--- src/rtl/div_wb_ctrl.sv ---
// Divider issue/writeback controller: gates divider issue, stalls on hazards against the
// in-flight division, and merges its result into the shared register-file write port.
`ifndef DIV_PPL_STAGE
`define DIV_PPL_STAGE 4
`endif

module div_wb_ctrl #(
  parameter int unsigned DIV_LATENCY = `DIV_PPL_STAGE
) (
  input  logic        clk,
  input  logic        rst,
  input  logic        id_use_div,
  input  logic [4:0]  id_rd_addr,
  input  logic        id_rd_we,
  input  logic [4:0]  id_rs1_addr,
  input  logic [4:0]  id_rs2_addr,
  input  logic        id_rs1_used,
  input  logic        id_rs2_used,
  input  logic        div_finish,
  input  logic [4:0]  div_rd_addr,
  input  logic [31:0] div_rd_data,
  input  logic        wb_we,
  input  logic [4:0]  wb_rd_addr,
  input  logic [31:0] wb_rd_data,
  output logic        rf_we,
  output logic [4:0]  rf_waddr,
  output logic [31:0] rf_wdata,
  output logic        div_issue,
  output logic        stall,
  output logic        busy,
  output logic        err
);

  localparam int unsigned CNT_W = $clog2(DIV_LATENCY + 2);

  typedef enum logic [1:0] {S_IDLE, S_BUSY, S_HOLD} state_t;

  state_t             r_state;
  logic [4:0]         r_pend_rd;
  logic [31:0]        r_hold_data;
  logic [CNT_W-1:0]   r_lat_cnt;
  logic               r_err;

  logic w_idle, w_busy_st, w_hold_st;
  logic w_hazard, w_fin_busy, w_direct, w_to_hold, w_drain, w_timeout, w_err_ev;

  always_comb begin
    w_idle     = (r_state == S_IDLE);
    w_busy_st  = (r_state == S_BUSY);
    w_hold_st  = (r_state == S_HOLD);
    w_hazard   = !w_idle && (r_pend_rd != 5'd0) &&
                 ((id_rs1_used && (id_rs1_addr == r_pend_rd)) ||
                  (id_rs2_used && (id_rs2_addr == r_pend_rd)) ||
                  (id_rd_we    && (id_rd_addr  == r_pend_rd)));
    w_fin_busy = w_busy_st && div_finish;
    w_direct   = w_fin_busy && (!wb_we || (div_rd_addr == 5'd0));
    w_to_hold  = w_fin_busy && wb_we && (div_rd_addr != 5'd0);
    w_drain    = w_hold_st && !wb_we;
    w_timeout  = w_busy_st && !div_finish && (r_lat_cnt == CNT_W'(DIV_LATENCY + 1));
    // Stray finish, wrong destination, or a division that never came back
    w_err_ev   = (div_finish && !w_busy_st) ||
                 (w_fin_busy && (div_rd_addr != r_pend_rd)) ||
                 w_timeout;
  end

  always_comb begin
    div_issue = id_use_div && w_idle && !rst;
    stall     = w_hazard || (id_use_div && !w_idle) || w_hold_st;
    busy      = !w_idle;
    err       = r_err;
  end

  // Write-port mux: main pipeline first, then direct finish, then hold drain
  always_comb begin
    rf_we    = wb_we && (wb_rd_addr != 5'd0);
    rf_waddr = wb_rd_addr;
    rf_wdata = wb_rd_data;
    if (!wb_we) begin
      if (w_direct && (div_rd_addr != 5'd0)) begin
        rf_we    = 1'b1;
        rf_waddr = div_rd_addr;
        rf_wdata = div_rd_data;
      end else if (w_drain) begin
        rf_we    = 1'b1;
        rf_waddr = r_pend_rd;
        rf_wdata = r_hold_data;
      end
    end
  end

  always_ff @(posedge clk or posedge rst) begin
    if (rst) begin
      r_state     <= S_IDLE;
      r_pend_rd   <= 5'd0;
      r_hold_data <= 32'd0;
      r_lat_cnt   <= CNT_W'(0);
      r_err       <= 1'b0;
    end else begin
      r_err <= w_err_ev;
      case (r_state)
        S_IDLE: begin
          if (id_use_div) begin
            r_state   <= S_BUSY;
            r_pend_rd <= id_rd_addr;
            r_lat_cnt <= CNT_W'(1);
          end
        end
        S_BUSY: begin
          if (div_finish) begin
            r_lat_cnt <= CNT_W'(0);
            if (w_to_hold) begin
              // Buffer under the address the divider reported so the drain honours it
              r_hold_data <= div_rd_data;
              r_pend_rd   <= div_rd_addr;
              r_state     <= S_HOLD;
            end else begin
              r_pend_rd <= 5'd0;
              r_state   <= S_IDLE;
            end
          end else if (w_timeout) begin
            r_lat_cnt <= CNT_W'(0);
            r_pend_rd <= 5'd0;
            r_state   <= S_IDLE;
          end else begin
            r_lat_cnt <= r_lat_cnt + CNT_W'(1);
          end
        end
        S_HOLD: begin
          if (!wb_we) begin
            r_pend_rd <= 5'd0;
            r_state   <= S_IDLE;
          end
        end
        default: r_state <= S_IDLE;
      endcase
    end
  end

endmodule

--- config.mk ---
export PLATFORM = sky130hd
export DESIGN_NAME = div_wb_ctrl
export DESIGN_NICKNAME = d
export VERILOG_FILES = /design/src/rtl/div_wb_ctrl.sv
export SDC_FILE = /design/constraint.sdc
export NUM_CORES = 1
export LEC_CHECK = 0
export CAP_MARGIN = 5
export CELL_PAD_IN_SITES_DETAIL_PLACEMENT = 1
export CELL_PAD_IN_SITES_GLOBAL_PLACEMENT = 1
export CORE_MARGIN = 1.5
export CORE_UTILIZATION = 31
export CTS_BUF_LIST = sky130_fd_sc_hd__clkbuf_4
export CTS_CLUSTER_DIAMETER = 100
export DETAILED_ROUTE_END_ITERATION = 6
export PLACE_DENSITY = 0.86
export SLEW_MARGIN = 20
export SYNTH_ARGS = -nofsm -noshare
export SYNTH_HDL_FRONTEND = slang
export SYNTH_SLANG_ARGS = --single-unit
--- constraint.sdc ---
create_clock -name clk -period 2.6 [get_ports clk]
set_input_delay 0.52 -clock clk [delete_from_list [all_inputs] [get_ports clk]]
set_output_delay 0.52 -clock clk [all_outputs]
set_load 0.01 [all_outputs]
* After elaboration in Yosys (flattened, before gate mapping)
Index checks and enable logic that the tools add are counted.
** Cells by class
- Divide/modulo/power cells :: 0
- Bitwise logic cells :: 0
- Reduce and logical (&&, ||, !) cells :: 42
- Magnitude comparators :: 0
- Add/sub/neg operators :: 1
- Shift operators :: 0
- Muxes and demuxes :: 25
- Equality and inequality tests :: 10
- Multipliers :: 0
** Operators by type and width (count)
- $mux 32 :: 3
- $mux 5 :: 8
- $logic_and 1x1->1 :: 19
- $eq 5x5->1 :: 3
- $pmux 5 s3 :: 1
- $reduce_bool 5->1 :: 3
- $mux 2 :: 5
- $mux 3 :: 3
- $logic_or 1x1->1 :: 7
- $pmux 2 s3 :: 1
- $pmux 3 s2 :: 1
- $reduce_and 3->1 :: 2
- $logic_not 1->1 :: 5
- $logic_not 5->1 :: 1
- $ne 5x5->1 :: 1
- $ne 2x2->1 const B :: 2
- $reduce_and 4->1 :: 1
- $add 3x1->3 const B :: 1
- $eq 3x3->1 const B :: 1
- $mux 1 :: 3
- $ne 3x2->1 const B :: 1
- $reduce_bool 3->1 :: 1
- $eq 2x1->1 const B :: 1
- $eq 2x2->1 const B :: 1
- 3 further kinds :: 3
** Storage, ports and cells
- Flip-flop bits (word level) :: 43
- RAM bits :: 0
- Input port bits :: 97
- Memories kept :: 0
- Memory bits (read-only) :: 0
- Output and inout bits :: 42
- Latch bits :: 0

* Logic depth before layout (Yosys ltp)
Gate-level depths: netlist of run 1.
- Depth in word-level cells :: 7
- Gate-level depth with buffers :: 9
- Depth with buffers taken out :: 6

* Worst setup path after synthesis of run 1
No wires, ideal clock.
- Path kind :: input-to-output
- Start :: input port div_rd_addr[0]
- End :: output port rf_wdata[11]
- Stages :: 6
- Path slack :: 182 ps
- Data arrival time :: 1898 ps
- Buffers on the path :: 2
- Required time :: 2080 ps
- Path through :: or4_4 o21a_4 buf_6 buf_6 o32ai_1 a21oi_1
** Between the ends
- Cells in the longest elaborated chain, start to end :: 6
- Elaborated cells between the ends (all ways) :: 7
** Ends and longest elaborated chain
- start, declared :: line 20 : input logic [4:0] div_rd_addr,
- $logic_not 5->1 :: line 56 : w_direct = w_fin_busy && (!wb_we || (div_rd_addr == 5'd0));
- $logic_or 1x1->1 :: line 56
- $logic_and 1x1->1 :: line 56
- $logic_and 1x1->1 (*) :: line 79 : if (w_direct && (div_rd_addr != 5'd0)) begin
- $mux 32 (*) :: line 79
- $mux 32 (*) :: line 78 : if (!wb_we) begin
- end, declared :: line 27 : output logic [31:0] rf_wdata,
Mark *: on every way between the ends. The rest lies on a longest branch, timed or not.

* Final worst setup path of run 1
- Start :: input port div_rd_addr[0]
- End :: output port rf_waddr[2]
** Between the ends
- Cells in the longest elaborated chain, start to end :: 6
- Elaborated cells between the ends (all ways) :: 7
** Ends and longest elaborated chain
- $logic_not 5->1 :: line 56
- $logic_or 1x1->1 :: line 56
- $logic_and 1x1->1 :: line 56
- $logic_and 1x1->1 (*) :: line 79
- $mux 5 (*) :: line 79
- $mux 5 (*) :: line 78
- end, declared :: line 26 : output logic [4:0] rf_waddr,
Marked as above.

==> impl_metrics.py, run 1 <==
metrics = {
    "outcome": {
        "outcome": "finished, violations left",
        "violations": "negative setup slack",
    },
    "synth": {
        "seq_area_frac_synth_pct": 35.5,
        "synthFlopType": "dfrtp_1",
        "avgSynthCellArea_um2": 9.72,
        "synth_common_cells": "inv_1, dfrtp_1, a21oi_1",
        "yosysMostFrequentCell": "inv_1",
        "yosys_warnings": 0,
        "synth_edf_count": 0,
        "synth_seq_cells": 43,
        "yosys-top-cells-area": "dfrtp_1, mux2_2, o32ai_1, a21oi_1, inv_1",
        "async_flop_share_pct": 100,
        "synth_top_cell_area_share_pct": 35.5,
        "synth.cell_area_mm2": 0.00303,
        "syn_nets": 414,
        "postSynthCellCount": 312,
        "synth_cell_types": 39,
        "synth_top_area_cell": "dfrtp_1",
    },
    "timing": {
        "hold_viol": 0,
        "fin_ws_ps": -237,
        "setup_tns_ps": -5080,
        "worst_slew_pin_slew_ps": 601,
        "clock_skew_ps": 30.9,
        "fmax_mhz": 353,
        "setup_violations": 38,
        "hold_ws_ps": 546,
        "max_slew_margin_pct": 60.0,
        "slew_viol_final": 0,
        "finalCriticalPeriod_ps": 2840,
        "rsz0062_at_grt": "true",
        "period_share_pct": 109,
    },
    "critical_path": {
        "worstPathArrival_ps": 2320,
        "cp.required_ps": 2080,
        "crit_type": "in -> out",
        "cp-end-kind": "output pin",
        "cp-start-kind": "primary input",
        "timing.rr.start": "r_state[0]$_DFFE_PP0P_",
        "cp_slowest_stage_delay_ps": 580,
        "crit_top_cell": "buf_6",
        "reg2reg_slack_ps": 580,
        "r2r_end": "r_pend_rd[3]$_DFFE_PP0P_",
        "crit_fanout": 6,
        "crit_slowest_cell": "or4_4",
        "reg2reg_depth": 7,
        "crit_chain": "buf_6 -> or4_4 -> o21a_4 -> buf_6 -> buf_6 -> buf_6 -> o32ai_4 -> a21oi_2 -> buf_2",
    },
    "clock_network": {
        "cts_made_buffers": 5,
        "cts_tree": "built",
        "cts_max_level": 2,
        "root_buffer": "clkbuf_4",
        "cts.path.max_buffers": 2,
        "clk_pin_slew_ps": 140,
        "clkLatencyLatePin_ps": 390,
        "cts_hold_buf": 0,
        "cts.sink_count": 43,
    },
    "global_routing": {
        "track_usage_pct": 23.7,
        "grt_pass1_wl_um": 18900,
        "grt_pass1_vias": 3577,
        "grt_overflow": 0,
        "antenna_found_initial": 1,
        "grt_max_degree": 44,
    },
    "final_layout": {
        "nets": 594,
        "drive_gt1_share_pct": 46.5,
        "finish.utilization_pct": 61.9,
        "nFillCells": 977,
        "multi_input_area_mm2": 0.00234,
        "area_delta_synth_final_pct": 91.3,
        "final-instance-count-excl-fill": 622,
        "regArea_mm2": 0.00108,
        "diodes": 0,
    },
    "floorplan": {
        "io_pins": 139,
        "die_w_um": 102,
        "rows": 35,
        "design.core.area_mm2": 0.00937,
        "fp.dieArea_mm2": 0.0104,
        "start_util_pct": 32.4,
        "die_h_um": 102,
    },
    "detailed_routing": {
        "highest_layer": "met5",
        "drt_iter0_markers": 89,
        "wl_um": 14500,
        "drcViolationCount": 0,
        "vias": 3331,
        "routed_via_density": 5.36,
        "ant_nets": 0,
        "wirelength_met1_um": 5410,
        "route.met3.wl_um": 926,
        "dr_wl_met2_um": 7740,
        "post_drt_wl_per_cell_um": 23.3,
        "drt_pass1_iterations": 4,
    },
    "placed_design": {
        "gp_congestion": 0.815,
        "dp.cells": 591,
        "io_buffers": 138,
        "dpl_worst_slack_ps": -837,
        "dpl.hpwl_um": 8400,
    },
    "worst_hold_path": {
        "min_path_cells": 2,
        "min_to": "r_lat_cnt[1]$_DFFE_PP0P_",
        "hold_class": "reg -> reg",
        "holdCritStartpoint": "r_lat_cnt[1]$_DFFE_PP0P_",
    },
    "pwr": {
        "power_density_mw_per_mm2": 780,
        "ir_worst_vdd_v": 0.000407,
        "leakage_nw": 2.38,
    },
    "flow_run": {
        "maxCapViolations": 0,
    },
}
==> worst max-delay path by stage <==
stage	from	to	slack, ps	depth (start not counted)
5_1_grt	div_rd_addr[0]	rf_waddr[0]	-290	9
3_5_place_dp	div_rd_addr[0]	rf_wdata[6]	-840	7
3_3_place_gp	div_rd_addr[0]	rf_wdata[26]	-780	7
6_report	div_rd_addr[0]	rf_waddr[2]	-240	9
4_1_cts	div_rd_addr[0]	rf_wdata[26]	-220	9
2_1_floorplan	div_rd_addr[0]	rf_wdata[11]	180	6
==> report_power, final <==
group          total, mW  switching [mW]  internal [mW]  leakage [nW]
clock network      0.471           0.265          0.206        0.0418
logic               2.66            1.26           1.40          1.82
registers           1.40           0.411          0.985         0.517
==> flip-flops by register name (all words and copies together) (netlist names) <==
| signal | cells |
|---|---|
| r_lat_cnt | 3 |
| r_hold_data | 32 |
| r_state | 2 |
| err | 1 |
| r_pend_rd | 5 |
==> metal layers <==
| metal | vias to the layer above | track usage [%] |
|---|---|---|
| li1 | 1488 | - |
| met1 | 1668 | 26.6 |
| met2 | 135 | 44.3 |
| met3 | 38 | 6.63 |
| met4 | 2 | 5.58 |
| met5 | - | 0 |
==> stage by stage <==
step	area, um2	power (mW)
5_1_grt	5810	4.75
6_report	5810	4.53
2_1_floorplan	3030	2.37
4_1_cts	5390	4.08
3_3_place_gp	4810	3.19
3_5_place_dp	4810	3.31
==> layout make-up <==
class                      instances  area share (%)
clock buffer                       5           0.647
clock inverter                     3           0.797
inverter                          48            3.10
multi-input combinational        195            40.3
sequential                        43            18.6
tap                              129            2.78
timing repair buffer             199            33.8
==> worst max-delay path: cells and delay by family <==
family                 cells  cell delay [ps]
AOI/OAI and AO/OA          3              600
buffers and inverters      5              600
and+or+nand+nor            1              580
==> logic make-up (layout without fill, tap and decap cells) <==
group,after synthesis,in the layout,synth area share [%]
flops,43,43,35.5
compound gates,102,102,26.0
simple gates,29,29,4.95
fa+ha+maj,5,5,2.06
buf+inv,74,255,11.4
mux,38,38,14.1
xor+xnor,21,21,6.06
==> cell usage in the layout (no fill, tap or decap), types with 2 or more instances in the layout <==
cell type,instances
a21o_1,2
a21oi_1,12
a21oi_2,25
a21oi_4,5
buf_12,12
buf_2,33
buf_4,31
buf_6,21
buf_8,2
clkbuf_16,3
clkbuf_4,5
clkdlybuf4s50_1,95
dfrtp_1,41
dfrtp_2,2
ha_1,3
inv_1,47
mux2_2,37
nand2_1,11
nand2b_1,2
nand3_1,3
nand4_1,2
nor2_1,2
nor4_1,2
nor4_2,2
o211ai_4,2
o21ai_0,5
o22ai_1,6
o32ai_2,7
o32ai_4,29
xnor2_1,8
xor2_1,13
==> repair_timing <==
item,in CTS,in global routing
pin swaps,40,27
endpoints found under the hold margin,0,0
gates resized for setup,251,54
endpoints found under the setup margin,39,39
setup buffers,17,5
gates cloned,3,3
Note: power is estimated with default switching activity, not from simulation.
==> run 2, diff against run 1 <==
CORE_UTILIZATION = 28   (was 31)
PLACE_DENSITY = 0.82   (was 0.86)
clock period = 2.3 ns   (was 2.6 ns; I/O delays follow)
==> run 2 against run 1 <==
  * Sequential power grew 9%
  * The run still ends with negative setup slack left
  * Worst setup slack worse by 190 ps
  * Sequential cell count did not move
  * First-iteration DRC count up 90%
  * Count of clock-buffer cells in the layout up 1
  * Critical endpoint unchanged
  * Die area rose by 10%
  * Hold slack gained 3.2 ps
  * Cell count up 5.6%
==> impl_metrics.py, run 2 (synthesis results as in run 1) <==
metrics = {
    "outcome": {
        "violations": "negative setup slack",
        "outcome": "finished, violations left",
    },
    "final_layout": {
        "largest_reg_flops": 32,
        "area_delta_synth_final_pct": 103,
        "final_cell_mix": "clkdlybuf4s50_1, inv_1, dfrtp_1, buf_4, buf_2",
        "largest-register": "r_hold_data",
        "drive_gt1_share_pct": 49.3,
        "diodes": 0,
        "layout_commonest_cell": "clkdlybuf4s50_1",
        "nets": 623,
        "final-instance-count-excl-fill": 657,
        "reg.largest.list": "r_hold_data: 32 flops, r_pend_rd: 5 flops, r_lat_cnt: 3 flops",
    },
    "clock_network": {
        "cts_hold_buf": 0,
        "cts.sink_count": 43,
        "cts.path.max_buffers": 2,
        "clkLatencyLatePin_ps": 360,
        "clk_pin_slew_ps": 140,
        "cts_tree": "built",
        "cts_made_buffers": 5,
        "root_buffer": "clkbuf_4",
        "cts_max_level": 2,
    },
    "detailed_routing": {
        "dr_wl_met2_um": 8260,
        "wl_um": 15200,
        "drt_pass1_iterations": 4,
        "ant_nets": 0,
        "drcViolationCount": 0,
        "drt_iter0_markers": 169,
        "routed_via_density": 5.26,
        "route.met3.wl_um": 739,
        "highest_layer": "met4",
        "wirelength_met1_um": 5830,
        "post_drt_wl_per_cell_um": 23.2,
        "vias": 3454,
    },
    "global_routing": {
        "grt_max_degree": 44,
        "track_usage_pct": 23.4,
        "antenna_found_initial": 0,
        "grt_pass1_wl_um": 20700,
        "grt_pass1_vias": 3809,
        "grt_overflow": 0,
    },
    "timing": {
        "clock_skew_ps": 15.4,
        "period_share_pct": 118,
        "slew_viol_final": 0,
        "worst_slew_pin_slew_ps": 588,
        "fin_ws_ps": -424,
        "setup_violations": 39,
        "hold_viol": 0,
        "rsz0062_at_grt": "true",
        "setup_tns_ps": -13160,
        "fmax_mhz": 367,
        "finalCriticalPeriod_ps": 2720,
        "hold_ws_ps": 549,
        "max_slew_margin_pct": 60.8,
    },
    "placed_design": {
        "gp_congestion": 0.771,
        "dpl_worst_slack_ps": -1060,
        "dp.cells": 606,
        "io_buffers": 138,
        "dpl.hpwl_um": 7980,
    },
    "critical_path": {
        "cp-start-kind": "flip-flop",
        "cp_slowest_stage_delay_ps": 410,
        "crit_type": "reg -> out",
        "cp.depth": 10,
        "crit_slowest_cell": "dfrtp_1",
        "cp-end-kind": "output pin",
        "worstPathArrival_ps": 2260,
        "crit_chain": "inv_2 -> ha_4 -> and2_4 -> buf_6 -> o21a_4 -> buf_8 -> buf_16 -> o32ai_4 -> a21oi_2 -> buf_2",
        "crit_fanout": 7,
        "cp.required_ps": 1840,
        "reg2reg_depth": 10,
        "reg2reg_slack_ps": 60,
        "critical_path_buf_inv_count": 5,
        "critPathTopFamily": "buffers and inverters",
        "r2r_end": "r_pend_rd[2]$_DFFE_PP0P_",
        "timing.rr.start": "r_state[0]$_DFFE_PP0P_",
    },
    "worst_hold_path": {
        "min_path_cells": 2,
        "hold_class": "reg -> reg",
        "holdCritStartpoint": "r_lat_cnt[1]$_DFFE_PP0P_",
        "min_to": "r_lat_cnt[1]$_DFFE_PP0P_",
    },
    "flow_run": {
        "maxCapViolations": 0,
    },
    "pwr": {
        "leakage_nw": 2.62,
        "power_density_mw_per_mm2": 885,
        "power.total_mw": 5.45,
        "ir_worst_vdd_v": 0.000352,
    },
    "floorplan": {
        "start_util_pct": 29.1,
        "io_pins": 139,
        "rows": 37,
        "die_w_um": 107,
        "die_h_um": 107,
        "design.core.area_mm2": 0.0104,
        "fp.dieArea_mm2": 0.0115,
    },
}
run 2: changes by cell type in the layout (fill, tap and decap cells not counted), sizes merged:
cell	before	now
dlymetal6s2s	0	2
inv	49	48
clkinvlp	1	0
clkbuf	9	13
clkdlybuf4s50	95	91
buf	100	128
run 2: per-layer routing:
metal,vias up,global-route usage [%]
met3,37,4.32
met1,1739,27.4
met4,0,7.52
met2,136,42.7
li1,1542,-
met5,-,0
run 2: worst max-delay path by stage:
stage	startpoint	endpoint
floorplan	div_rd_addr[0]	rf_wdata[11]
global placement	div_rd_addr[0]	rf_waddr[0]
detailed placement	div_rd_addr[0]	rf_waddr[0]
CTS	div_rd_addr[1]	rf_wdata[5]
global route	r_state[0]$_DFFE_PP0P_	rf_waddr[2]
finish	r_state[1]$_DFFE_PP0P_	rf_waddr[2]
run 2: area by class of cell:
class                           instances  area [um2]
Sequential cell                        43        1080
Fill cell                            1095        4260
Clock buffer                            6        45.0
Inverter                               48         183
Clock inverter                          1        30.0
Tap cell                              136         170
Timing Repair Buffer                  228        2350
Multi-Input combinational cell        195        2300
run 2: report_power, final:
part | total [mW] | switching [mW] | internal (mW) | leakage [nW]
clock | 0.497 | 0.261 | 0.236 | 0.0417
sequential | 1.53 | 0.421 | 1.11 | 0.518
combinational | 3.42 | 1.59 | 1.82 | 2.06
total | 5.45 | 2.27 | 3.17 | 2.62
run 2: worst reg2reg max path, delay by kind of cell (launching register included):
family / cells / cell delay (ps)
muxes: 1 / 380
and+or+nand+nor: 2 / 280
DFF: 1 / 430
buffers and inverters: 5 / 580
adders and majority gates: 1 / 170
AOI/OAI and AO/OA: 1 / 310
run 2: what timing repair did:
item                                    4_1_cts  5_1_grt
cloned                                        9        6
resized for setup                           271       53
endpoints found under the setup margin       41       45
pin swaps                                    28       30
setup buffers                                26        9
run 2: through the flow:
step	cell area, um2	util [%]
2_1_floorplan	3030	-
5_1_grt	6150	59.1
6_report	6150	59.1
4_1_cts	5730	55.0
3_5_place_dp	4840	46.5
3_3_place_gp	4840	46.5
